## config.mk

```make
export PLATFORM = sky130hd
export DESIGN_NAME = risc16_ctrl_fsm_flat
export DESIGN_NICKNAME = d
export VERILOG_FILES = /design/src/rtl/risc16_ctrl_if.sv /design/src/rtl/risc16_ctrl_fsm.sv /design/src/flat_wrapper.sv
export SDC_FILE = /design/constraint.sdc
export NUM_CORES = 1
export LEC_CHECK = 0
export CAP_MARGIN = 20
export CORE_AREA = 3 3 71 73
export DETAILED_ROUTE_END_ITERATION = 6
export DIE_AREA = 0 0 74 76
export GPL_TIMING_DRIVEN = 0
export PLACE_DENSITY_LB_ADDON = 0.2
export SYNTH_ARGS = -nofsm -noshare
export SYNTH_HDL_FRONTEND = slang
export SYNTH_SLANG_ARGS = --single-unit
export TNS_END_PERCENT = 50
```

## constraint.sdc

```tcl
create_clock -name clk -period 5.98 [get_ports clk]
set_input_delay 1.196 -clock clk [delete_from_list [all_inputs] [get_ports clk]]
set_output_delay 1.196 -clock clk [all_outputs]
set_load 0.01 [all_outputs]
```

## src/rtl/risc16_ctrl_if.sv

```systemverilog
// risc16_ctrl_if: memory bus between the RiSC-16 control FSM (master) and memory/datapath (slave)
//   mem_req/mem_we/mem_addr_sel: request, write qualifier, address select (0=PC, 1=alu_out)
//   mem_ready/mem_rdata: completion strobe and read data; mdr: latched LW data for rf_wsel=01
interface risc16_ctrl_if;
  logic        mem_req;
  logic        mem_we;
  logic        mem_addr_sel;
  logic        mem_ready;
  logic [15:0] mem_rdata;
  logic [15:0] mdr;
  modport master (output mem_req, mem_we, mem_addr_sel, mdr, input mem_ready, mem_rdata);
  modport slave  (input mem_req, mem_we, mem_addr_sel, mdr, output mem_ready, mem_rdata);
endinterface

```

## src/rtl/risc16_ctrl_fsm.sv

```systemverilog
// risc16_ctrl_fsm: multi-cycle FETCH/DECODE/EXEC/MEM/WB control unit for the RiSC-16 core
//   in:  clk, rst (sync, active-high), instr (IR), eq (ALU EQ), bus (memory master)
//   out: ir_we, rf_raddr1/2, rf_we, rf_waddr, rf_wsel, pc_we, pc_sel,
//        MUX_alu1, MUX_alu2, FUNC_alu, halted, fault, instr_count
module risc16_ctrl_fsm #(
  parameter int MAX_WAIT = 15,
  parameter int CNT_W    = 16
) (
  input  logic             clk,
  input  logic             rst,
  input  logic [15:0]      instr,
  input  logic             eq,
  risc16_ctrl_if.master    bus,
  output logic             ir_we,
  output logic [2:0]       rf_raddr1,
  output logic [2:0]       rf_raddr2,
  output logic             rf_we,
  output logic [2:0]       rf_waddr,
  output logic [1:0]       rf_wsel,
  output logic             pc_we,
  output logic [1:0]       pc_sel,
  output logic             MUX_alu1,
  output logic             MUX_alu2,
  output logic [1:0]       FUNC_alu,
  output logic             halted,
  output logic             fault,
  output logic [CNT_W-1:0] instr_count
);
  localparam int WW = $clog2(MAX_WAIT + 1);
  localparam logic [2:0] OP_ADD = 3'd0, OP_ADDI = 3'd1, OP_NAND = 3'd2, OP_LUI = 3'd3;
  localparam logic [2:0] OP_SW = 3'd4, OP_LW = 3'd5, OP_BEQ = 3'd6, OP_JALR = 3'd7;
  typedef enum logic [2:0] {FETCH, DECODE, EXEC, MEM, WB, HALT, FAULT} state_t;
  state_t           state_q, state_d;
  logic [WW-1:0]    wait_q, wait_d;
  logic             taken_q, taken_d;
  logic [15:0]      mdr_q, mdr_d;
  logic [CNT_W-1:0] cnt_q, cnt_d;
  logic [2:0]       op, ra, rb, rc;
  logic             timeout;
  assign op = instr[15:13];
  assign ra = instr[12:10];
  assign rb = instr[9:7];
  assign rc = instr[2:0];
  // Once the counter has reached the limit the request faults even if memory answers now.
  assign timeout     = wait_q == WW'(MAX_WAIT);
  assign rf_raddr1   = op == OP_BEQ ? ra : rb;
  assign rf_raddr2   = (op == OP_ADD || op == OP_NAND) ? rc : op == OP_SW ? ra : rb;
  assign rf_waddr    = ra;
  assign rf_wsel     = op == OP_LW ? 2'b01 : op == OP_JALR ? 2'b10 : 2'b00;
  assign pc_sel      = (op == OP_BEQ && taken_q) ? 2'b01 : op == OP_JALR ? 2'b10 : 2'b00;
  assign MUX_alu1    = op == OP_LUI;
  assign MUX_alu2    = op == OP_ADDI || op == OP_LW || op == OP_SW;
  assign FUNC_alu    = op == OP_NAND ? 2'b01 : (op == OP_LUI || op == OP_JALR) ? 2'b10 :
                       op == OP_BEQ ? 2'b11 : 2'b00;
  assign halted      = state_q == HALT;
  assign fault       = state_q == FAULT;
  assign instr_count = cnt_q;
  assign bus.mdr     = mdr_q;
  always_comb begin
    state_d          = state_q;
    taken_d          = taken_q;
    mdr_d            = mdr_q;
    cnt_d            = cnt_q;
    ir_we            = 1'b0;
    bus.mem_req      = 1'b0;
    bus.mem_we       = 1'b0;
    bus.mem_addr_sel = 1'b0;
    rf_we            = 1'b0;
    pc_we            = 1'b0;
    case (state_q)
      FETCH: begin
        bus.mem_req = 1'b1;
        ir_we       = bus.mem_ready && !timeout;
        state_d     = timeout ? FAULT : bus.mem_ready ? DECODE : FETCH;
      end
      DECODE: state_d = EXEC;
      EXEC: begin
        taken_d = eq;
        state_d = (op == OP_JALR && instr[6:0] != 7'd0) ? HALT :
                  (op == OP_LW || op == OP_SW) ? MEM : WB;
      end
      MEM: begin
        bus.mem_req      = 1'b1;
        bus.mem_addr_sel = 1'b1;
        bus.mem_we       = op == OP_SW;
        mdr_d            = (bus.mem_ready && !timeout && op == OP_LW) ? bus.mem_rdata : mdr_q;
        state_d          = timeout ? FAULT : bus.mem_ready ? WB : MEM;
      end
      WB: begin
        pc_we   = 1'b1;
        rf_we   = op != OP_SW && op != OP_BEQ && ra != 3'd0;
        cnt_d   = cnt_q + CNT_W'(1);
        state_d = FETCH;
      end
      default: ;
    endcase
    wait_d = (bus.mem_req && !bus.mem_ready && state_d == state_q) ? wait_q + WW'(1) : '0;
    // Nothing may be written while reset is held, whatever state it caught us in.
    if (rst) begin
      ir_we       = 1'b0;
      bus.mem_req = 1'b0;
      bus.mem_we  = 1'b0;
      rf_we       = 1'b0;
      pc_we       = 1'b0;
    end
  end
  always_ff @(posedge clk) begin
    if (rst) begin
      state_q <= FETCH;
      wait_q  <= '0;
      taken_q <= 1'b0;
      mdr_q   <= '0;
      cnt_q   <= '0;
    end else begin
      state_q <= state_d;
      wait_q  <= wait_d;
      taken_q <= taken_d;
      mdr_q   <= mdr_d;
      cnt_q   <= cnt_d;
    end
  end
endmodule

```

## src/flat_wrapper.sv

```systemverilog
// flat-port wrapper written by rule: the top's interface ports become plain ports
module risc16_ctrl_fsm_flat 
#(
  parameter int MAX_WAIT = 15,
  parameter int CNT_W    = 16
)
  (clk, rst, instr, eq, ir_we, rf_raddr1, rf_raddr2, rf_we, rf_waddr, rf_wsel, pc_we, pc_sel, MUX_alu1, MUX_alu2, FUNC_alu, halted, fault, instr_count, bus_mem_req, bus_mem_we, bus_mem_addr_sel, bus_mdr, bus_mem_ready, bus_mem_rdata);
  risc16_ctrl_if bus_i ();
  input  logic clk;
  input  logic rst;
  input  logic [15:0] instr;
  input  logic eq;
  output logic ir_we;
  output logic [2:0] rf_raddr1;
  output logic [2:0] rf_raddr2;
  output logic rf_we;
  output logic [2:0] rf_waddr;
  output logic [1:0] rf_wsel;
  output logic pc_we;
  output logic [1:0] pc_sel;
  output logic MUX_alu1;
  output logic MUX_alu2;
  output logic [1:0] FUNC_alu;
  output logic halted;
  output logic fault;
  output logic [CNT_W-1:0] instr_count;
  output wire logic [$bits(bus_i.mem_req)-1:0] bus_mem_req;
  output wire logic [$bits(bus_i.mem_we)-1:0] bus_mem_we;
  output wire logic [$bits(bus_i.mem_addr_sel)-1:0] bus_mem_addr_sel;
  output wire logic [$bits(bus_i.mdr)-1:0] bus_mdr;
  input wire logic [$bits(bus_i.mem_ready)-1:0] bus_mem_ready;
  input wire logic [$bits(bus_i.mem_rdata)-1:0] bus_mem_rdata;
  assign bus_mem_req = bus_i.mem_req;
  assign bus_mem_we = bus_i.mem_we;
  assign bus_mem_addr_sel = bus_i.mem_addr_sel;
  assign bus_mdr = bus_i.mdr;
  assign bus_i.mem_ready = bus_mem_ready;
  assign bus_i.mem_rdata = bus_mem_rdata;
  risc16_ctrl_fsm #(.MAX_WAIT(MAX_WAIT), .CNT_W(CNT_W)) u_core (.clk(clk), .rst(rst), .instr(instr), .eq(eq), .bus(bus_i), .ir_we(ir_we), .rf_raddr1(rf_raddr1), .rf_raddr2(rf_raddr2), .rf_we(rf_we), .rf_waddr(rf_waddr), .rf_wsel(rf_wsel), .pc_we(pc_we), .pc_sel(pc_sel), .MUX_alu1(MUX_alu1), .MUX_alu2(MUX_alu2), .FUNC_alu(FUNC_alu), .halted(halted), .fault(fault), .instr_count(instr_count));
endmodule
```

== Word level (Yosys, flattened, before mapping) ==
Cells that the tools add are included.
Operators by class
  add/sub/neg operators: 2
  bitwise logic cells: 1
  $mul: 0
  div/mod/pow operators: 0
  reductions and logical operators: 22
  order comparisons: 0
  shift-type cells: 0
  equal/unequal tests: 17
  muxes and demuxes: 27
Operator list (count)
  $mux 3: 8
  $eq 3x3->1 const B: 7
  $add 16x1->16 const B: 1
  $pmux 3 s5: 1
  $eq 3x2->1 const B: 4
  $mux 1: 12
  $mux 2: 6
  $logic_and 1x1->1: 8
  $reduce_bool 7->1: 1
  $eq 3x1->1 const B: 2
  $logic_not 3->1: 2
  $ne 3x3->1 const B: 2
  $logic_or 1x1->1: 5
  $add 4x1->4 const B: 1
  $eq 4x4->1 const B: 1
  $reduce_or 2->1: 2
  $eq 3x3->1: 1
  $reduce_bool 3->1: 1
  $logic_not 1->1: 2
  $reduce_and 2->1: 1
  $not 1->1: 1
Storage, ports and cells
  input port bits: 36
  output and inout port bits: 57
  bits in read-only memories: 0
  register bits after elaboration: 40
  memory bits (writable): 0
  memories kept: 0
  bits in latches: 0

== Depth between registers and ports, before layout ==
  depth in word-level cells: 9
  mapped depth: 6
  mapped depth without buffers: 5

== Worst setup path before layout ==
OpenSTA, ideal clock, no wires.
  path type: in2out
  from: input instr[14]
  to: output bus_mem_we
  arrival time: 2.050 ns
  cell stages on the path: 3
  path buffers: 1
  data required time: 4.784 ns
  path slack: 2.734 ns
  cell sequence: clkbuf_1 > nand2b_1 > nor4b_1
Between the ends
  longest elaborated chain between the ends: 3
Ends and longest elaborated chain
  from (decl): line flat_wrapper.sv:11  | input logic [15:0] instr;
  $eq 3x3->1: line risc16_ctrl_fsm.sv:85  | bus.mem_we = op == OP_SW;
  $mux 1: line risc16_ctrl_fsm.sv:70  | case (state_q)
  $mux 1: line risc16_ctrl_fsm.sv:99  | if (rst) begin
  to (decl): line flat_wrapper.sv:28  | output wire logic [$bits(bus_i.mem_we)-1:0] bus_mem_we;
Every way passes these cells.

== Final worst setup path ==
  from: input instr[15]
  to: output rf_raddr1[0]
Between the ends
  longest elaborated chain between the ends: 2
Ends and longest elaborated chain
  $eq 3x3->1: line risc16_ctrl_fsm.sv:46  | assign rf_raddr1 = op == OP_BEQ ? ra : rb;
  $mux 3: line risc16_ctrl_fsm.sv:46
  to (decl): line flat_wrapper.sv:14  | output logic [2:0] rf_raddr1;
Every way passes these cells.

==> flow_summary.yaml <==
outcome:
  status: "completed"
pwr:
  internal_power_mw: 0.416
  clkPwrFrac_pct: 30.2
  comb_power_share_pct: 20.5
  irDropWorstVdd_uv: 124
  power_switching_mw: 0.151
  p_leak_nw: 1.21
  pwr-share-seq_pct: 49.3
  p_per_area_mw_per_mm2: 188
  sw_frac_of_total_pct: 26.7
routing:
  wl_um: 5090
  wl_per_cell_um: 13.5
  drc: 0
  viasPerCell: 5.23
  ant_nets: 0
  drtPass1Iterations: 6
  drt_iter0_drc: 69
  vias: 1970
final_layout:
  layout_commonest_cell: "clkdlybuf4s50_1"
  fin_area_mm2: 0.00302
  nets: 363
  area_delta_synth_final_pct: 54.6
  mostFrequentLayoutCells: "clkdlybuf4s50_1 (92), dfxtp_1 (40), nor2_1 (39)"
  diodes: 0
  drive_above_1_share_pct: 5.23
cts:
  cts_setup_buffers: 0
  cts.sinks: 40
  cts_root_buf: "clkbuf_8"
  cts_tree: "built"
  cts_inserted_buffers: 5
  clk_path_buf_depth: 2
  htreeDepth: 2
  clkTransAtPathRegs_ns: 0.07
  ctsHoldBuffers: 0
  ctsResizeCount: 0
  clock_latency_ns: 0.29
worst_setup_path:
  end_kind: "output port"
  r2r_cells: 5
  critical_path.cell_chain: "clkdlybuf4s50_1, clkbuf_1, nand3b_1, mux2_2, clkdlybuf4s50_1"
  cp.arrival_ns: 3.17
  crit_path_frequent_cell: "clkdlybuf4s50_1"
  path_buf_inv: 3
  critPathKind: "input port to output port"
  critPathSlowestCell: "clkdlybuf4s50_1"
  slowest_delay_ns: 0.54
  cp_num_cells: 5
  crit_fanout: 10
  crit_path_start_kind: "input port"
  critPathTopFamily: "buffers and inverters"
  cp.required_ns: 4.78
timing:
  skew_ns: 0.00618
  hold_viol_final: 0
  max_slew_margin_pct: 60.0
  finalSetupViolCount: 0
  finalCritPeriodShare_pct: 73.0
  worstMarginPinSlew_ns: 0.594
  period_minus_slack_ns: 4.37
  fmax_mhz: 229
  fin_setup_tns_ns: 0
  drv_slew: 0
  timing.hold.ws_ns: 0.471
  finalWorstSetupSlack_ns: 1.61
  rsz0062_at_grt: "no"
placed_design:
  port_buffers: 92
  placed_cell_area_mm2: 0.00294
  dp_hpwl_um: 3910
  dp_slack_ns: 1.64
  place.gp.congestion: 0.785
die:
  die_w_um: 74
  die_h_um: 76
  ios: 93
  die_area_mm2: 0.00562
  placementRows: 24
  core-area_mm2: 0.00441
  start_util_pct: 44.3
yosys:
  synth_area_mm2: 0.00196
  async_flop_share_pct: 0
  synth-seq-area-share_pct: 40.9
  synth_area_leader_cell: "dfxtp_1"
  netlist_top_cells_area: "dfxtp_1 (41%), mux2i_1 (8.7%), nor2_1 (7.5%)"
  synth_ff_type: "dfxtp_1"
  synth_seq_cells: 40
  synth_cell_types: 38
  netlist.area_leader.share_pct: 40.9
  syn_area_per_cell_um2: 8.65
  netlist_instances: 226
  synth_nets: 264
  yosys_warnings: 0
  synth-edff-count: 0
global_routing:
  grt_usage_pct: 18.9
  antenna_found_initial: 0
  grt_start_max_net_pins: 13
  grt_pass1_vias: 1858
  grt.overflow.total: 0
  grt_pass1_wl_um: 8550
worst_hold_path:
  worstHoldPathType: "flop to flop"
  whs_path_depth: 1
flow_run:
  maxCapViolations: 0
==> layout make-up <==
type	instances	area (um^2)
multi-input combinational	168	1070
clock inverter	2	12.5
sequential	40	801
timing repair buffer	92	921
inverter	3	11.3
buffer	15	70.1
clock buffer	5	68.8
fill	374	1390
tap	52	65.1
==> power by group through the flow <==
stage               Sequential, mW  Combinational (mW)  Clock (mW)
detailed placement           0.286               0.116           0
global route                 0.282               0.126       0.189
finish                       0.280               0.116       0.172
floorplan                    0.285              0.0557           0
global placement             0.286               0.115           0
CTS                          0.280               0.116       0.178
==> path summary, 6_finish.rpt <==
path,startpoint,end,slack (ns)
worst min-delay path,u_core.wait_q[0]$_SDFF_PP0_,u_core.wait_q[0]$_SDFF_PP0_,0.47
worst max register to register,u_core.state_q[1]$_SDFF_PP0_,u_core.instr_count[15]$_SDFFE_PP0N_,3.99
worst max-delay path,instr[15],rf_raddr1[0],1.61
worst min register to register,u_core.wait_q[0]$_SDFF_PP0_,u_core.wait_q[0]$_SDFF_PP0_,0.47
==> registers in the layout (all words and copies together), names as in the netlist <==
name                flops
u_core.state_q          3
u_core.wait_q           4
u_core.instr_count     16
u_core.taken_q          1
u_core.bus.mdr         16
==> routing by layer <==
layer | wire length, um | GRT usage (%) | vias to the layer above
met5 | 0 | 0 | -
met4 | 83 | 5.62 | 0
met3 | 311 | 6.07 | 8
met2 | 2520 | 30.5 | 65
met1 | 2170 | 23.5 | 900
li1 | - | - | 997
==> stage by stage <==
step	std cells	util (%)	power, mW
2_1_floorplan	226	-	0.341
3_3_place_gp	370	66.6	0.401
3_5_place_dp	370	66.6	0.402
4_1_cts	377	68.5	0.575
5_1_grt	377	68.5	0.597
6_report	377	68.5	0.568
==> Yosys cell counts (4+ instances only) <==
master,number
clkbuf_1,10
nand2_1,11
nand4_1,4
nor3_1,7
o22a_1,6
xnor2_1,6
nor2b_1,6
nand3_1,9
mux2i_1,17
nor2_1,39
xor2_1,6
a21oi_1,7
o21ai_0,7
dfxtp_1,40
and3_1,7
==> cells by family (layout without fill, tap and decap cells) <==
family	count (synthesis)	after routing	share of synthesized area, %
adders and majority gates	2	2	1.28
DFF	40	40	40.9
AOI/OAI and AO/OA	26	26	8.64
and+or+nand+nor	108	108	29.2
buffers and inverters	18	117	4.16
muxes	20	20	10.4
xor gates and xnor gates	12	12	5.37
No activity file was read; power rests on OpenSTA's default activity.
